===== src/rtl/ifu_fetch.sv =====
// ---------------------------------------------------------------------------
// ifu_fetch -- instruction-fetch stage feeding the decode stage.
//
// Holds the fetch PC, issues in-order word requests to instruction memory,
// buffers returned words with their PCs in a DEPTH-entry FIFO and presents
// the FIFO head to decode. A redirect from execute reloads the PC, flushes
// the FIFO and arranges for responses already in flight to be discarded.
//
// Parameters
//   RESET_PC  fetch PC loaded on reset
//   DEPTH     FIFO entries = max requests in flight plus buffered (2..8, pow2)
//
// Ports
//   clk, rst                 clock, synchronous active-high reset
//   ifu_mem_req_*            request channel to instruction memory (valid/ready)
//   mem_ifu_rsp_*            in-order responses, no backpressure
//   ex_ifu_redirect[_pc]     single-cycle redirect pulse and target
//   if_id_valid/id_ifu_ready handshake towards decode
//   id_inst, pc_id_pc        FIFO head (NOP and 0 when empty)
//
// Optional build macro IFU_PERF_EN adds the ifu_perf_fetched and
// ifu_perf_dropped response counters.
// ---------------------------------------------------------------------------
module ifu_fetch #(
   parameter logic [31:0] RESET_PC = 32'h8000_0000,
   parameter int          DEPTH    = 2
) (
   input  logic        clk,
   input  logic        rst,
   output logic        ifu_mem_req_valid,
   input  logic        ifu_mem_req_ready,
   output logic [31:0] ifu_mem_req_addr,
   input  logic        mem_ifu_rsp_valid,
   input  logic [31:0] mem_ifu_rsp_data,
   input  logic        ex_ifu_redirect,
   input  logic [31:0] ex_ifu_redirect_pc,
   output logic        if_id_valid,
   input  logic        id_ifu_ready,
   output logic [31:0] id_inst,
   output logic [31:0] pc_id_pc
`ifdef IFU_PERF_EN
   ,
   output logic [31:0] ifu_perf_fetched,
   output logic [31:0] ifu_perf_dropped
`endif
);

   localparam logic [31:0] NOP = 32'h0000_0013;
   localparam int PW = (DEPTH > 1) ? $clog2(DEPTH) : 1;
   localparam int CW = $clog2(DEPTH + 1);

   typedef logic [PW-1:0] ptr_t;
   typedef logic [CW-1:0] cnt_t;
   typedef logic [CW:0]   sum_t;

   localparam cnt_t CNT_ONE = cnt_t'(1);
   localparam ptr_t PTR_ONE = ptr_t'(1);

   logic [31:0] pc;
   logic [31:0] resp_pc;
   cnt_t        outstanding;
   cnt_t        drop_cnt;
   cnt_t        count;
   ptr_t        rd_ptr;
   ptr_t        wr_ptr;
   logic [31:0] fifo_inst [DEPTH];
   logic [31:0] fifo_pc   [DEPTH];

   logic issue;
   logic rsp_live;
   logic push;
   logic pop;

   // Credit rule: a request is only issued if its response is guaranteed a
   // FIFO slot, so the FIFO can never overflow and memory never needs
   // backpressure.
   assign ifu_mem_req_valid = !rst && !ex_ifu_redirect &&
                              ((sum_t'(outstanding) + sum_t'(count)) < sum_t'(DEPTH));
   assign ifu_mem_req_addr  = pc;

   assign issue    = ifu_mem_req_valid && ifu_mem_req_ready;
   // A response with nothing outstanding cannot belong to us; ignore it.
   assign rsp_live = mem_ifu_rsp_valid && (outstanding != '0);
   assign push     = rsp_live && !ex_ifu_redirect && (drop_cnt == '0);
   assign pop      = if_id_valid && id_ifu_ready && !ex_ifu_redirect;

   // NOTE: sequential state uses non-blocking assignments so every register
   // samples the pre-edge values of its inputs, independent of block order.
   always_ff @(posedge clk) begin
      if (rst) begin
         pc          <= RESET_PC;
         resp_pc     <= RESET_PC;
         outstanding <= '0;
         drop_cnt    <= '0;
         count       <= '0;
         rd_ptr      <= '0;
         wr_ptr      <= '0;
      end else begin
         // Issue and response in the same cycle cancel out.
         if (issue && !rsp_live)
            outstanding <= outstanding + CNT_ONE;
         else if (!issue && rsp_live)
            outstanding <= outstanding - CNT_ONE;

         if (ex_ifu_redirect) begin
            pc      <= ex_ifu_redirect_pc & ~32'h3;
            resp_pc <= ex_ifu_redirect_pc & ~32'h3;
            // Everything still in flight after this cycle is wrong-path; the
            // old drop_cnt is a subset of outstanding, so it is absorbed here.
            drop_cnt <= rsp_live ? (outstanding - CNT_ONE) : outstanding;
            count    <= '0;
            rd_ptr   <= '0;
            wr_ptr   <= '0;
         end else begin
            if (issue)
               pc <= pc + 32'd4;
            if (rsp_live && (drop_cnt != '0))
               drop_cnt <= drop_cnt - CNT_ONE;
            if (push) begin
               resp_pc <= resp_pc + 32'd4;
               wr_ptr  <= wr_ptr + PTR_ONE;
            end
            if (pop)
               rd_ptr <= rd_ptr + PTR_ONE;
            if (push && !pop)
               count <= count + CNT_ONE;
            else if (!push && pop)
               count <= count - CNT_ONE;
         end
      end
   end

   // NOTE: the FIFO storage has no reset; count gates every read, so stale
   // contents are never visible and the array maps onto plain RAM/flops.
   always_ff @(posedge clk) begin
      if (push) begin
         fifo_inst[wr_ptr] <= mem_ifu_rsp_data;
         fifo_pc[wr_ptr]   <= resp_pc;
      end
   end

   assign if_id_valid = (count != '0);
   assign id_inst     = if_id_valid ? fifo_inst[rd_ptr] : NOP;
   assign pc_id_pc    = if_id_valid ? fifo_pc[rd_ptr]   : 32'h0;

`ifdef IFU_PERF_EN
   logic rsp_drop;

   // Discarded either by the pending drop count or by a coincident redirect.
   assign rsp_drop = rsp_live && (ex_ifu_redirect || (drop_cnt != '0));

   always_ff @(posedge clk) begin
      if (rst) begin
         ifu_perf_fetched <= '0;
         ifu_perf_dropped <= '0;
      end else begin
         if (push)
            ifu_perf_fetched <= ifu_perf_fetched + 32'd1;
         if (rsp_drop)
            ifu_perf_dropped <= ifu_perf_dropped + 32'd1;
      end
   end
`endif

endmodule

===== config.mk =====
export PLATFORM = sky130hd
export DESIGN_NAME = ifu_fetch
export DESIGN_NICKNAME = d
export VERILOG_FILES = /design/src/rtl/ifu_fetch.sv
export SDC_FILE = /design/constraint.sdc
export NUM_CORES = 1
export LEC_CHECK = 0
export ABC_CLOCK_PERIOD_IN_PS = 10100
export BUFFER_PORTS_ARGS = -buffer_cell sky130_fd_sc_hd__clkbuf_2
export CAP_MARGIN = 20
export CORE_AREA = 2 2 209 129
export CTS_CLUSTER_SIZE = 14
export DETAILED_ROUTE_END_ITERATION = 10
export DIE_AREA = 0 0 211 131
export PLACE_DENSITY = 0.6
export SLEW_MARGIN = 5
export SYNTH_ARGS = -nofsm -noshare
export SYNTH_HDL_FRONTEND = slang
export SYNTH_SLANG_ARGS = --single-unit

===== constraint.sdc =====
create_clock -name clk -period 10.1 [get_ports clk]
set_clock_uncertainty 0.15 [all_clocks]
set_input_delay 1.515 -clock clk [delete_from_list [all_inputs] [get_ports clk]]
set_output_delay 1.515 -clock clk [all_outputs]
set_load 0.01 [all_outputs]

# [After elaboration in Yosys (flattened, before gate mapping)]
# Memories as Yosys holds them, arrays and structs flattened. A register that Yosys moved wholly into a read port is not among the register bits.
# Index checks and enable logic that the tools add are counted.
[totals] register_bits=72 ramBits=128 in_bits=70 out_inout_bits=98 elab_cells=70 n_memories=2
[op_classes] n_addsub=10 order_cmp=1 n_mux=19 reduce_logical=29
[mem_list] name="fifo_inst" depth=2 width=32 rd=1 rd_ports_with_merged_regs=1 wr=1 line_no="66" rtl="logic [31:0] fifo_inst [DEPTH];"
[mem_list] name="fifo_pc" depth=2 width=32 rd=1 rd_ports_with_merged_regs=1 wr=1 line_no="67" rtl="logic [31:0] fifo_pc [DEPTH];"
[op_table] cell="32-bit two-way mux" count=6
[op_table] cell="32-bit by 3-bit adder with 32-bit output (second input constant)" count=2
[op_table] cell="2-bit nonzero test" count=8
[op_table] cell="2-bit two-way mux" count=7
[op_table] cell="1-bit logical AND" count=13
[op_table] cell="1-bit zero test" count=6
[op_table] cell="1-bit two-way mux" count=6
[op_table] cell="2-bit by 1-bit subtractor with 2-bit output (second input constant)" count=3
[op_table] cell="2-bit by 1-bit adder with 2-bit output (second input constant)" count=2
[op_table] cell="2-bit by 2-bit adder with 3-bit output" count=1
[op_table] cell="3-bit by 2-bit less-than comparator with 1-bit output (second input constant)" count=1
[op_table] cell="1-bit adder (second input constant)" count=2
[op_table] cell="2-bit zero test" count=1
[op_table] cell="2-bit OR reduction" count=1

# [Logic depth before layout (Yosys ltp)]
[depth] depth_word=8 mapped_depth=10

# [Worst setup path after synthesis]
# No wires, ideal clock.
[synth_path] path_kind="input-to-reg" start="input ex_ifu_redirect" end="memory fifo_inst[0][0] (enable)" arrival_time_ns=6.197 setup_slack_ns=3.195 path_stages=3 cell_sequence="clkbuf_1 > clkbuf_1 > nor3_1"
[synth_via] elab_chain_len=5
[synth_rtl] element="start: declaration" line_no="35" rtl="input logic ex_ifu_redirect,"
[synth_rtl] element="1-bit zero test" line_no="84" rtl="assign push = rsp_live && !ex_ifu_redirect && (drop_cnt == '0);"
[synth_rtl] element="1-bit logical AND (2 in a row)" line_no="84"
[synth_rtl] element="1-bit two-way mux" line_no="136" rtl="if (push) begin"
[synth_rtl] element="1-bit two-way mux (implied by the code)" line_no="137" rtl="fifo_inst[wr_ptr] <= mem_ifu_rsp_data;"
[synth_rtl] element="end: declaration" line_no="66"
# Every way passes these cells.

# [Worst setup path in the final report]
[layout_path] start="input rst" end="output ifu_mem_req_valid"
[layout_via] elab_chain_len=3
[layout_rtl] element="start: declaration" line_no="29" rtl="input logic rst,"
[layout_rtl] element="1-bit zero test" line_no="77" rtl="assign ifu_mem_req_valid = !rst && !ex_ifu_redirect &&"
[layout_rtl] element="1-bit logical AND (2 in a row)" line_no="77"
[layout_rtl] element="end: declaration" line_no="30" rtl="output logic ifu_mem_req_valid,"
# Every way passes these cells.

==> results.cfg <==
[clock_tree]
ctsResizeCount = 0
cts_setup_buffers = 0
cts-root-buf = clkbuf_16
cts.path.max_buffers = 2
worstSkewPairLatency_ns = 0.44
h-tree-depth = 4
cts_buffers = 17
clkTransAtPathRegs_ns = 0.07
cts_tree = yes
numClockSinks = 193
ctsHoldBuffers = 0

[power_and_ir_drop]
powerDensity_mw_per_mm2 = 182
p_total_mw = 1.92
ir_drop_uv = 114
clkPwrFrac_pct = 36.5
power.switching_mw = 0.522
power_frac_seq_pct = 49.1
p_leak_nw = 3.67
power_frac_comb_pct = 14.4
p_int_mw = 1.40
switching_share_pct = 27.2

[final_layout]
layout-drive-gt1-share_pct = 23.4
final_common_cell = clkbuf_2
finalNetCount = 995
layout-area-overhead-vs-synth_pct = 19.2
antenna_cells = 0
mostFrequentLayoutCells = 161 x clkbuf_2, 124 x edfxtp_1, 88 x nor2_1, 68 x dfxtp_1, 62 x mux2i_1

[logic_synthesis]
syn_inst = 769
ys_types = 71
yosysSeqAreaShare_pct = 57.6
synthArstFlopShare_pct = 0
synth-seq-cells = 193
avgSynthCellArea_um2 = 11.5
synth_edf_count = 124
syn_area_mm2 = 0.00886
synth_ff_type = edfxtp_1
ys_warn_count = 0

[floorplanning]
coreArea_mm2 = 0.0258
die_w_um = 211
initial_utilization_pct = 34.3
row_count = 46
die_y_um = 131
ioPinCount = 168
die_area_mm2 = 0.0276

[setup_path]
crit_fanout = 29
ff2ff_path_depth = 10
cp-startpoint = rst
end_kind = output pin
critPathCapture = ifu_mem_req_valid
start_kind = input port
r2r-end = outstanding[1]
reg2reg_slack_ns = 7.01
cp.required_ns = 8.44
timing.rr.start = count[0]
critPathKind = input port to output pin
critPathArrivalTime_ns = 2.92

[global_routing]
grt_usage_pct = 17.3
antenna_found_initial = 1
grt_pass1_wl_um = 35900
grt_start_max_net_pins = 63
grt_overflow = 0
grt_pass1_vias = 6044

[sta]
max_freq_mhz = 218
rsz0062_at_grt = false
worst_pin_slew_ns = 1.08
setup_violations = 0
relSlewSlack_pct = 27.4
hold_viol_final = 0
drv_slew = 0
tns_ns = 0
fin_crit_sh_pct = 45.4
period_needed_ns = 4.59

[routing]
drc = 0
via_count = 6790
drt-total-wl_um = 23800
firstDrtPassIters = 5
wl_per_cell_um = 18.8
ant_nets = 0
routed_via_density = 5.36
drt_iter0_markers = 637

[place]
globalplace.congestion = 0.836
hpwl_um = 16200
portBuffers = 161

[flow_run]
drv_cap = 0

[outcome]
outcome = completed

[worst_hold_path]
hp-class = register to register
-- flip-flops by register name, indices dropped and copies added (netlist names), named ones only --
| register | count |
|---|---|
| fifo_inst | 64 |
| rd_ptr | 1 |
| resp_pc | 30 |
| fifo_pc | 60 |
| count | 2 |
| wr_ptr | 1 |
| ifu_mem_req_addr | 30 |
| drop_cnt | 2 |
| outstanding | 2 |
-- cell usage after synthesis (8+ instances only) --
cell type	instances	area, um2
a21boi_0	11	82.6
a21oi_1	13	65.1
a311oi_1	12	105
a31oi_1	18	113
and3_1	12	75.1
and4_1	12	105
clkbuf_1	29	109
dfxtp_1	69	1380
edfxtp_1	124	3720
inv_1	14	52.6
mux2i_1	62	621
nand2_1	41	154
nand3_1	18	90.1
nand4_1	22	138
nor2_1	89	334
nor2b_1	9	56.3
nor3_1	21	105
nor4_1	14	87.6
o211ai_1	8	60.1
o21a_1	8	60.1
o21ai_0	16	80.1
o31ai_1	12	90.1
or4_1	14	105
xnor2_1	15	131
xor2_1	12	105
-- logic make-up (layout without fill, tap and decap cells) --
| logic type | count (synthesis) | after routing | share of synthesized area [%] |
|---|---|---|---|
| other cells | 1 | 4 | 0.0423 |
| flops | 193 | 193 | 57.6 |
| buf+inv | 59 | 218 | 3.36 |
| compound gates | 126 | 126 | 10.1 |
| mux | 62 | 62 | 7.00 |
| simple gates | 294 | 294 | 18.1 |
| xor+xnor | 27 | 27 | 2.67 |
| fa+ha+maj | 7 | 7 | 1.07 |
-- routing by layer --
| layer | track usage, % | wire, um | up-vias |
|---|---|---|---|
| met5 | 0 | 0 | - |
| li1 | - | - | 3235 |
| met1 | 26.2 | 11800 | 3298 |
| met2 | 24.4 | 10000 | 240 |
| met3 | 4.78 | 1820 | 17 |
| met4 | 3.73 | 184 | 0 |
-- power by group through the flow --
stage	clock network, mW	logic [mW]	registers, mW
6_report	0.702	0.276	0.945
3_5_place_dp	0	0.275	0.962
2_1_floorplan	0	0.179	0.958
3_3_place_gp	0	0.273	0.961
4_1_cts	0.721	0.277	0.944
5_1_grt	0.748	0.308	0.952
-- worst min path at each step --
stage / start / end / slack, ns / cells after the start
global route: rd_ptr / rd_ptr / 0.38 / 2
global placement: rd_ptr / rd_ptr / 0.34 / 2
floorplan: resp_pc[31] / fifo_pc[0][31] / 0.29 / 0
detailed placement: rd_ptr / register / 0.34 / 2
CTS: rd_ptr / rd_ptr / 0.36 / 2
finish: rd_ptr / rd_ptr / 0.36 / 2
-- worst max-delay path: stages --
cell	delay [ns]
clkbuf_2	0.40
or2_2	0.60
nor3_1	0.22
clkbuf_2	0.17
-- metrics by stage --
step	setup slack (ns)	hold WS (ns)	util [%]	std cells	area (um2)
floorplan	3.20	0.290	-	772	8870
global placement	5.53	0.342	38.4	1232	9930
detailed placement	5.50	0.339	38.4	1232	9930
CTS	5.50	0.360	40.7	1264	10500
global route	5.44	0.381	40.9	1267	10600
finish	5.51	0.356	40.9	1267	10600
-- cell type report --
class	count	area, um2
clock inverter	13	159
multi-input combinational	520	3480
inverter	15	56.3
sequential	193	5110
timing repair buffer	171	896
fill	2488	15300
tap	336	420
clock buffer	19	443
Note: power is estimated with default switching activity, not from simulation.
